==> config.mk <==
export PLATFORM = sky130hd
export DESIGN_NAME = audio_prefetch
export DESIGN_NICKNAME = d
export VERILOG_FILES = /design/src/rtl/audio_pkg.sv /design/src/rtl/audio_prefetch.sv
export SDC_FILE = /design/constraint.sdc
export NUM_CORES = 1
export LEC_CHECK = 0
export ABC_AREA = 1
export BUFFER_PORTS_ARGS = -buffer_cell sky130_fd_sc_hd__buf_2
export CORE_MARGIN = 10
export CORE_UTILIZATION = 40
export CTS_CLUSTER_DIAMETER = 150
export DETAILED_ROUTE_END_ITERATION = 8
export GPL_TIMING_DRIVEN = 0
export MAX_ROUTING_LAYER = met4
export PLACE_DENSITY = 0.58
export SETUP_SLACK_MARGIN = 0.4
export SLEW_MARGIN = 10
export SYNTH_ARGS = -nofsm -noshare
export SYNTH_HDL_FRONTEND = slang
export SYNTH_SLANG_ARGS = --single-unit
==> constraint.sdc <==
create_clock -name clk -period 4.7 [get_ports clk]
set_input_delay 0.94 -clock clk [delete_from_list [all_inputs] [get_ports clk]]
set_output_delay 0.94 -clock clk [all_outputs]
set_load 0.02 [all_outputs]
==> src/rtl/audio_pkg.sv <==
// ---------------------------------------------------------------------------
// audio_pkg
// Shared definitions for the audio prefetch engine:
//   - state_t   : playback FSM states (IDLE, ARM, REQ, DONE)
//   - SDRAM_AW  : SDRAM word-address width
//   - SAMPLE_W  : PCM sample width
//   - min_words : helper that sizes a refill burst
// ---------------------------------------------------------------------------
package audio_pkg;

    localparam int SDRAM_AW = 25;
    localparam int SAMPLE_W = 16;

    typedef enum logic [1:0] {
        IDLE = 2'd0,
        ARM  = 2'd1,
        REQ  = 2'd2,
        DONE = 2'd3
    } state_t;

    // Smaller of two word counts; the last burst of a clip may be short.
    function automatic logic [SDRAM_AW-1:0] min_words(
        input logic [SDRAM_AW-1:0] a,
        input logic [SDRAM_AW-1:0] b
    );
        return (a < b) ? a : b;
    endfunction

endpackage : audio_pkg

==> src/rtl/audio_prefetch.sv <==
// ---------------------------------------------------------------------------
// audio_prefetch
// Streams a PCM clip from SDRAM into an external sample FIFO (shared with the
// I2S serializer). Whenever the FIFO drops below LOW_WATER words, one burst of
// up to BURST_LEN single-word reads is issued to the SDRAM arbiter and every
// acknowledged word is written straight into the FIFO.
//
// Parameters
//   FIFO_AW    width of the FIFO used-word counter
//   LOW_WATER  refill threshold in words
//   BURST_LEN  words fetched per refill
//
// Ports
//   clk           single clock, all logic on posedge
//   reset         asynchronous, active-high reset
//   start         one-cycle pulse, begins playback (ignored unless idle)
//   stop          one-cycle pulse, aborts playback (wins over start)
//   base_addr     first SDRAM word address of the clip
//   num_words     clip length in 16-bit words, 0 = empty clip
//   sdram_rd      read request to the arbiter, held until sdram_ac
//   sdram_addr    word address of the pending read
//   sdram_ac      one-cycle acknowledge, data valid in the same cycle
//   sdram_rddata  read data
//   fifo_wrreq    FIFO write strobe (combinational from sdram_ac)
//   fifo_data     sample written to the FIFO
//   fifo_wrusedw  FIFO fill level
//   fifo_wrfull   FIFO full flag
//   busy          high from start until playback ends
//   done          one-cycle pulse when the clip is exhausted
//
// Build option
//   PREFETCH_LOOP_EN  when defined, an exhausted clip restarts from base_addr
//                     (done pulses once per wrap, busy stays high until stop);
//                     when undefined, playback is one-shot.
// ---------------------------------------------------------------------------
module audio_prefetch
    import audio_pkg::*;
#(
    parameter int FIFO_AW   = 11,
    parameter int LOW_WATER = 1024,
    parameter int BURST_LEN = 256
) (
    input  logic                clk,
    input  logic                reset,
    input  logic                start,
    input  logic                stop,
    input  logic [SDRAM_AW-1:0] base_addr,
    input  logic [SDRAM_AW-1:0] num_words,
    output logic                sdram_rd,
    output logic [SDRAM_AW-1:0] sdram_addr,
    input  logic                sdram_ac,
    input  logic [SAMPLE_W-1:0] sdram_rddata,
    output logic                fifo_wrreq,
    output logic [SAMPLE_W-1:0] fifo_data,
    input  logic [FIFO_AW-1:0]  fifo_wrusedw,
    input  logic                fifo_wrfull,
    output logic                busy,
    output logic                done
);

    localparam logic [SDRAM_AW-1:0] BURST_WORDS = SDRAM_AW'(BURST_LEN);
    localparam logic [31:0]         LOW_WATER_W = 32'(LOW_WATER);

    // -----------------------------------------------------------------------
    // State and datapath registers
    // -----------------------------------------------------------------------
    state_t              r_state;
    logic [SDRAM_AW-1:0] r_ptr;        // address of the next word to read
    logic [SDRAM_AW-1:0] r_remaining;  // words left in the clip
    logic [SDRAM_AW-1:0] r_burst_cnt;  // words left in the current burst
    logic                r_sdram_rd;
    logic                r_busy;
    logic                r_done;

`ifdef PREFETCH_LOOP_EN
    // Clip descriptor kept for reloading at every wrap.
    logic [SDRAM_AW-1:0] r_base;
    logic [SDRAM_AW-1:0] r_num;
`endif

    // -----------------------------------------------------------------------
    // Combinational decode
    // -----------------------------------------------------------------------
    logic w_ac_take;     // acknowledge consumed by this engine
    logic w_room;        // FIFO wants a refill
    logic w_burst_end;   // this acknowledge completes the burst
    logic w_clip_end;    // this acknowledge completes the clip

    assign w_ac_take   = (r_state == REQ) && sdram_ac;
    assign w_room      = (32'(fifo_wrusedw) < LOW_WATER_W) && !fifo_wrfull;
    assign w_burst_end = w_ac_take && (r_burst_cnt == SDRAM_AW'(1));
    assign w_clip_end  = w_ac_take && (r_remaining == SDRAM_AW'(1));

    // The FIFO is written in the acknowledge cycle itself. A word acknowledged
    // while the FIFO is full is a protocol error: it is dropped here, but the
    // read still counts as consumed so the pointer stays aligned with the
    // arbiter.
    assign fifo_wrreq = w_ac_take && !fifo_wrfull;
    assign fifo_data  = sdram_rddata;

    assign sdram_rd   = r_sdram_rd;
    assign sdram_addr = r_ptr;
    assign busy       = r_busy;
    assign done       = r_done;

    // -----------------------------------------------------------------------
    // Playback FSM with registered outputs
    // -----------------------------------------------------------------------
    // NOTE: every register here uses non-blocking assignment so all state
    // updates see the pre-edge values; later assignments in the same branch
    // deliberately override earlier ones (e.g. the loop reload over ptr+1).
    always_ff @(posedge clk or posedge reset) begin
        if (reset) begin
            // NOTE: only plain registers exist here (no memory arrays), so the
            // whole datapath is reset, which also makes sdram_addr read 0.
            r_state     <= IDLE;
            r_ptr       <= '0;
            r_remaining <= '0;
            r_burst_cnt <= '0;
            r_sdram_rd  <= 1'b0;
            r_busy      <= 1'b0;
            r_done      <= 1'b0;
`ifdef PREFETCH_LOOP_EN
            r_base      <= '0;
            r_num       <= '0;
`endif
        end else begin
            r_done <= 1'b0;

            case (r_state)
                IDLE: begin
                    r_sdram_rd <= 1'b0;
                    if (start && !stop) begin
                        r_ptr       <= base_addr;
                        r_remaining <= num_words;
                        r_busy      <= 1'b1;
`ifdef PREFETCH_LOOP_EN
                        r_base      <= base_addr;
                        r_num       <= num_words;
`endif
                        if (num_words == '0) begin
                            // Empty clip: report completion without touching SDRAM.
                            r_state <= DONE;
                            r_done  <= 1'b1;
                        end else begin
                            r_state <= ARM;
                        end
                    end
                end

                ARM: begin
                    if (stop) begin
                        r_state <= IDLE;
                        r_busy  <= 1'b0;
                    end else if (w_room) begin
                        r_burst_cnt <= min_words(BURST_WORDS, r_remaining);
                        r_sdram_rd  <= 1'b1;
                        r_state     <= REQ;
                    end
                end

                REQ: begin
                    if (w_ac_take) begin
                        r_ptr       <= r_ptr + SDRAM_AW'(1);
                        r_remaining <= r_remaining - SDRAM_AW'(1);
                        r_burst_cnt <= r_burst_cnt - SDRAM_AW'(1);
                    end

                    if (stop) begin
                        // A coincident acknowledge has already been written
                        // through fifo_wrreq; only the request is abandoned.
                        r_sdram_rd <= 1'b0;
                        r_busy     <= 1'b0;
                        r_state    <= IDLE;
                    end else if (w_burst_end) begin
                        r_sdram_rd <= 1'b0;
                        if (w_clip_end) begin
`ifdef PREFETCH_LOOP_EN
                            r_ptr       <= r_base;
                            r_remaining <= r_num;
                            r_done      <= 1'b1;
                            r_state     <= ARM;
`else
                            r_done      <= 1'b1;
                            r_state     <= DONE;
`endif
                        end else begin
                            r_state <= ARM;
                        end
                    end
                end

                DONE: begin
                    // done was raised on entry; it drops on the way out.
                    r_sdram_rd <= 1'b0;
                    r_busy     <= 1'b0;
                    r_state    <= IDLE;
                end

                default: begin
                    r_sdram_rd <= 1'b0;
                    r_busy     <= 1'b0;
                    r_state    <= IDLE;
                end
            endcase
        end
    end

endmodule : audio_prefetch

# Word level (Yosys, flattened, before mapping)
# Cells that the tools add are included.
# classes
addsub,3
magnitude_cmp,2
n_eq_ne,12
n_mux,33
reduce_logical,19
# op_table
operator,n
$mux W25,8
$pmux W25 S2,3
$eq A25 B1 Y1 const B,2
$sub A25 B1 Y25 const B,2
$add A25 B1 Y25 const B,1
$logic_not A25 Y1,1
$lt A9 B25 Y1 const A,1
$mux W2,7
$lt A11 B11 Y1 const B,1
$mux W1,11
$reduce_and A3 Y1,3
$ne A2 B2 Y1 const B,4
$pmux W2 S4,1
$logic_and A1 B1 Y1,6
$ne A3 B3 Y1 const B,2
$pmux W1 S3,2
$eq A2 B2 Y1 const B,2
$reduce_and A4 Y1,1
$reduce_bool A2 Y1,2
$reduce_or A2 Y1,2
$eq A2 B1 Y1 const B,1
$logic_not A1 Y1,2
$logic_not A2 Y1,1
$ne A2 B1 Y1 const B,1
2 further kinds,2
# word_totals
ff_bits,80
input_bits,83

# Longest topological paths before layout
# logic_depth
ltp_word,7
mapped_depth,12
ltp_nobuf,11

# Worst setup path before layout
# Ideal clock, no wire load.
# synth_path
path_type,input-to-output
from,in sdram_ac
to,out fifo_wrreq
arrival_time_ns,1.326
slack_ns,2.434
cell_stages,2
path_cell_list,nand2_1 nor2_1
# synth_between
elab_chain_cells,2
# synth_lines
item,line,source
from (decl),audio_prefetch.sv:51,"input logic sdram_ac,"
$logic_and A1 B1 Y1,audio_prefetch.sv:89,assign w_ac_take = (r_state == REQ) && sdram_ac;
$logic_and A1 B1 Y1,audio_prefetch.sv:98,assign fifo_wrreq = w_ac_take && !fifo_wrfull;
to (decl),audio_prefetch.sv:53,"output logic fifo_wrreq,"
# Every way passes these cells.

# Worst setup path in the final report
# layout_path
from,reg r_state[0]
to,out fifo_wrreq
# layout_between
elab_chain_cells,3
# layout_lines
item,line,source
from (decl),audio_prefetch.sv:67,state_t r_state;
from (signal assigned),audio_prefetch.sv:116,r_state <= IDLE;
from (signal assigned),audio_prefetch.sv:143,r_state <= DONE;
from (signal assigned),audio_prefetch.sv:146,r_state <= ARM;
$eq A2 B2 Y1,audio_prefetch.sv:89,
$logic_and A1 B1 Y1,audio_prefetch.sv:89,
$logic_and A1 B1 Y1,audio_prefetch.sv:98,
# Every way passes these cells.

==> results.txt <==
Yosys reg bits - 80
Worst hold path type - reg -> reg
Worst Path Max Fanout - 10
Simple-gate portion of the synthesized area - 39.1%
Leak pwr - 0.00357 uW
Die W - 145 microns
Post-synthesis compound-gate area fraction - 13.6%
Avg Cell Area, Syn - 6.39 sq um
Starting Density - 40.8%
Min-Delay Path Depth - 2
Final wirelength - 21900 microns
Finished Layout Cells - 1276
WL per Instance - 17.1 microns
Dpl cell area - 6980 sq um
Total power - 4860 uW
Syn Nets - 1063
Final period utilization - 55.3%
# diodes - 0
Cell count after placement - 1261
Worst-Margin Slew - 0.794 ns
Num Clock Sinks - 80
CORE AREA - 15200 sq um
Number of flops mapped to enable cells by yosys - 0
First-iteration detailed-routing DRC count - 576
RSZ-0062 raised after global routing - no
All-layer global routing usage - 21.5%
GRT busiest layer - met2
Post-Synthesis Cells - 971
Status - complete, no violations
First-pass GRT wire length - 34000 microns
Critical Path RT - 3.76 ns
GR Util met2 - 33.3%
Hold path startpoint - sdram_rd
WHS - 0.469 ns
DRC viols - 0
HPWL Detailed - 16600 microns
Crit Reg-Reg Startpoint - r_state[0]
Max clock buf depth - 2
Post-CTS Setup Inserts - 0
Skew final - 0.00967 ns
CTS tree - built
Synth area leaders - dfrtp_1, nand2_1, nor2_1, inv_1, nand3_1
Most common cell after layout, fill and taps aside - nand2_1
Clock Latency Late Sink - 0.35 ns
Remaining antenna violation count - 0
Met3 usage - 4.56%
VDD IR max - 0.327 mV
Setup Viol. Count Final - 0
Pin count of the biggest net entering global routing - 52
Ys flop type - dfrtp_1
Reg2Reg Depth - 9
Setup TNS - 0 ns
Crit path time final - 2.60 ns
Synth unique cells - 40
Reg clk slew, reported paths - 0.06 ns
Commonest non-fill, non-tap cells in the layout - nand2_1, nor2_1, buf_2, inv_1, dfrtp_1
Top Ports - 128
Synth Area in XOR/XNOR - 0.847%
GP Congestion - 0.921
Power per cell area - 671 nW/um^2
Nets - 1176
Share of flip-flops with an asynchronous set or reset - 100%
Relative slew slack - 47.1%
Combinational family with the most area after synthesis - simple AND/OR/NAND/NOR gates
GR Overflow Total - 0
Die Ht - 145 microns
Sequential-to-total area share from yosys stat - 32.3%
Flop2flop setup slack - 2.51 ns
Reg-to-reg endpoint - r_remaining[23]
Finished Cell Area - 7250 sq um
Port Buffers - 101
Crit. End Element - primary output
Num CTS Buffers - 9
CP startpoint kind - flip-flop
Share of layout cells above drive strength 1 - 18.3%
Max-slew violations - 0
M1 GR Usage - 28.0%
Final Hold Vio Count - 0
Via density per instance - 5.23
Area of the mapped netlist - 6210 sq um
Hold-fix buffer count after cts - 0
Std cell rows - 45
CTS HTree Levels - 3
Kind of critical path - reg -> out
Filler cell count - 1644
Worst EP arrival - 1.66 ns
Worst Hold Endpoint - sdram_rd
Adder-cell share of the synthesized area - 1.81%
Synth Warn # - 0
DRT Pass-1 Iters - 5
Area delta synth->final - 16.7%
Max Freq - 0.385 GHz
Max-Cap Viols - 0
Post-synth top area share - 32.3%
Die Area - 20900 sq um
Mux cell area share after synthesis - 0%
Biggest area consumer among synthesized cells - dfrtp_1
Initial antenna violation count - 0
Cts repair resizes - 0
Vias after detailed routing - 6676
Vias in the first global route - 6277
Root Driver - clkbuf_16
## metrics by stage
step           util, %  worst slack, ns
6_report          47.7             2.10
5_1_grt           47.7             1.97
4_1_cts           47.7             2.07
3_5_place_dp      45.9             2.25
3_3_place_gp      45.7            0.400
2_1_floorplan        -             1.71
## area by class of cell
type | instances | area (sq um) | area share (%)
Multi-Input combinational cell | 726 | 3440 | 47.4
Timing Repair Buffer | 102 | 533 | 7.36
Sequential cell | 80 | 2000 | 27.6
Clock buffer | 15 | 268 | 3.70
Tap cell | 188 | 235 | 3.25
Inverter | 117 | 444 | 6.13
Buffer | 48 | 327 | 4.51
## flip-flops by register name (all words and copies together), names as in the netlist
name / count
sdram_addr: 25
done: 1
busy: 1
r_state: 2
r_remaining: 25
r_burst_cnt: 25
sdram_rd: 1
## logic make-up (layout without fill, tap and decap cells)
kind of cell | Yosys count | count (layout)
AO/OA/AOI/OAI | 151 | 151
XOR/XNOR | 6 | 6
adder cells (fa/ha/maj) | 9 | 9
buffers and inverters | 165 | 282
flip-flops | 80 | 80
AND/OR/NAND/NOR | 560 | 560
## routing by layer
| layer | share of wire [%] | vias up |
|---|---|---|
| met4 | 1.8 | 0 |
| met1 | 46 | 3067 |
| met3 | 7.0 | 25 |
| li1 | - | 3346 |
| met5 | 0 | - |
| met2 | 45 | 238 |
## where the power goes
part           internal, uW  total (uW)  leakage (uW)  switching (uW)
sequential              983        1330      0.000992             345
clock                   386         675      0.000130             289
combinational           925        2860       0.00245            1940
## synthesized netlist by cell type, types with 7 or more instances
cell type	instances
nand2_1	234
nor2_1	174
inv_1	110
dfrtp_1	80
nand3_1	75
o21ai_0	42
a21oi_1	39
o21ai_1	38
buf_4	21
nand4_1	21
buf_2	12
nor2_2	12
nor3_1	12
o22ai_1	11
ha_1	9
clkbuf_1	8
nand3b_1	8
buf_6	7
nand2_2	7
## critical path, cell delays in order (launching register included)
cell	delay, ns
dfrtp_1	0.42
inv_1	0.10
ha_1	0.14
buf_4	0.18
nand2_1	0.18
nor2_1	0.12
buf_2	0.17
## worst max path at each step
stage | start | endpoint | depth (start not counted)
6_report | r_state[0] | fifo_wrreq | 6
5_1_grt | r_state[0] | fifo_wrreq | 6
4_1_cts | r_state[0] | fifo_wrreq | 6
3_5_place_dp | sdram_ac | fifo_wrreq | 4
3_3_place_gp | reset | r_state[1] | 2
2_1_floorplan | reset | busy | 1
Power figures use the tool's default switching activity.
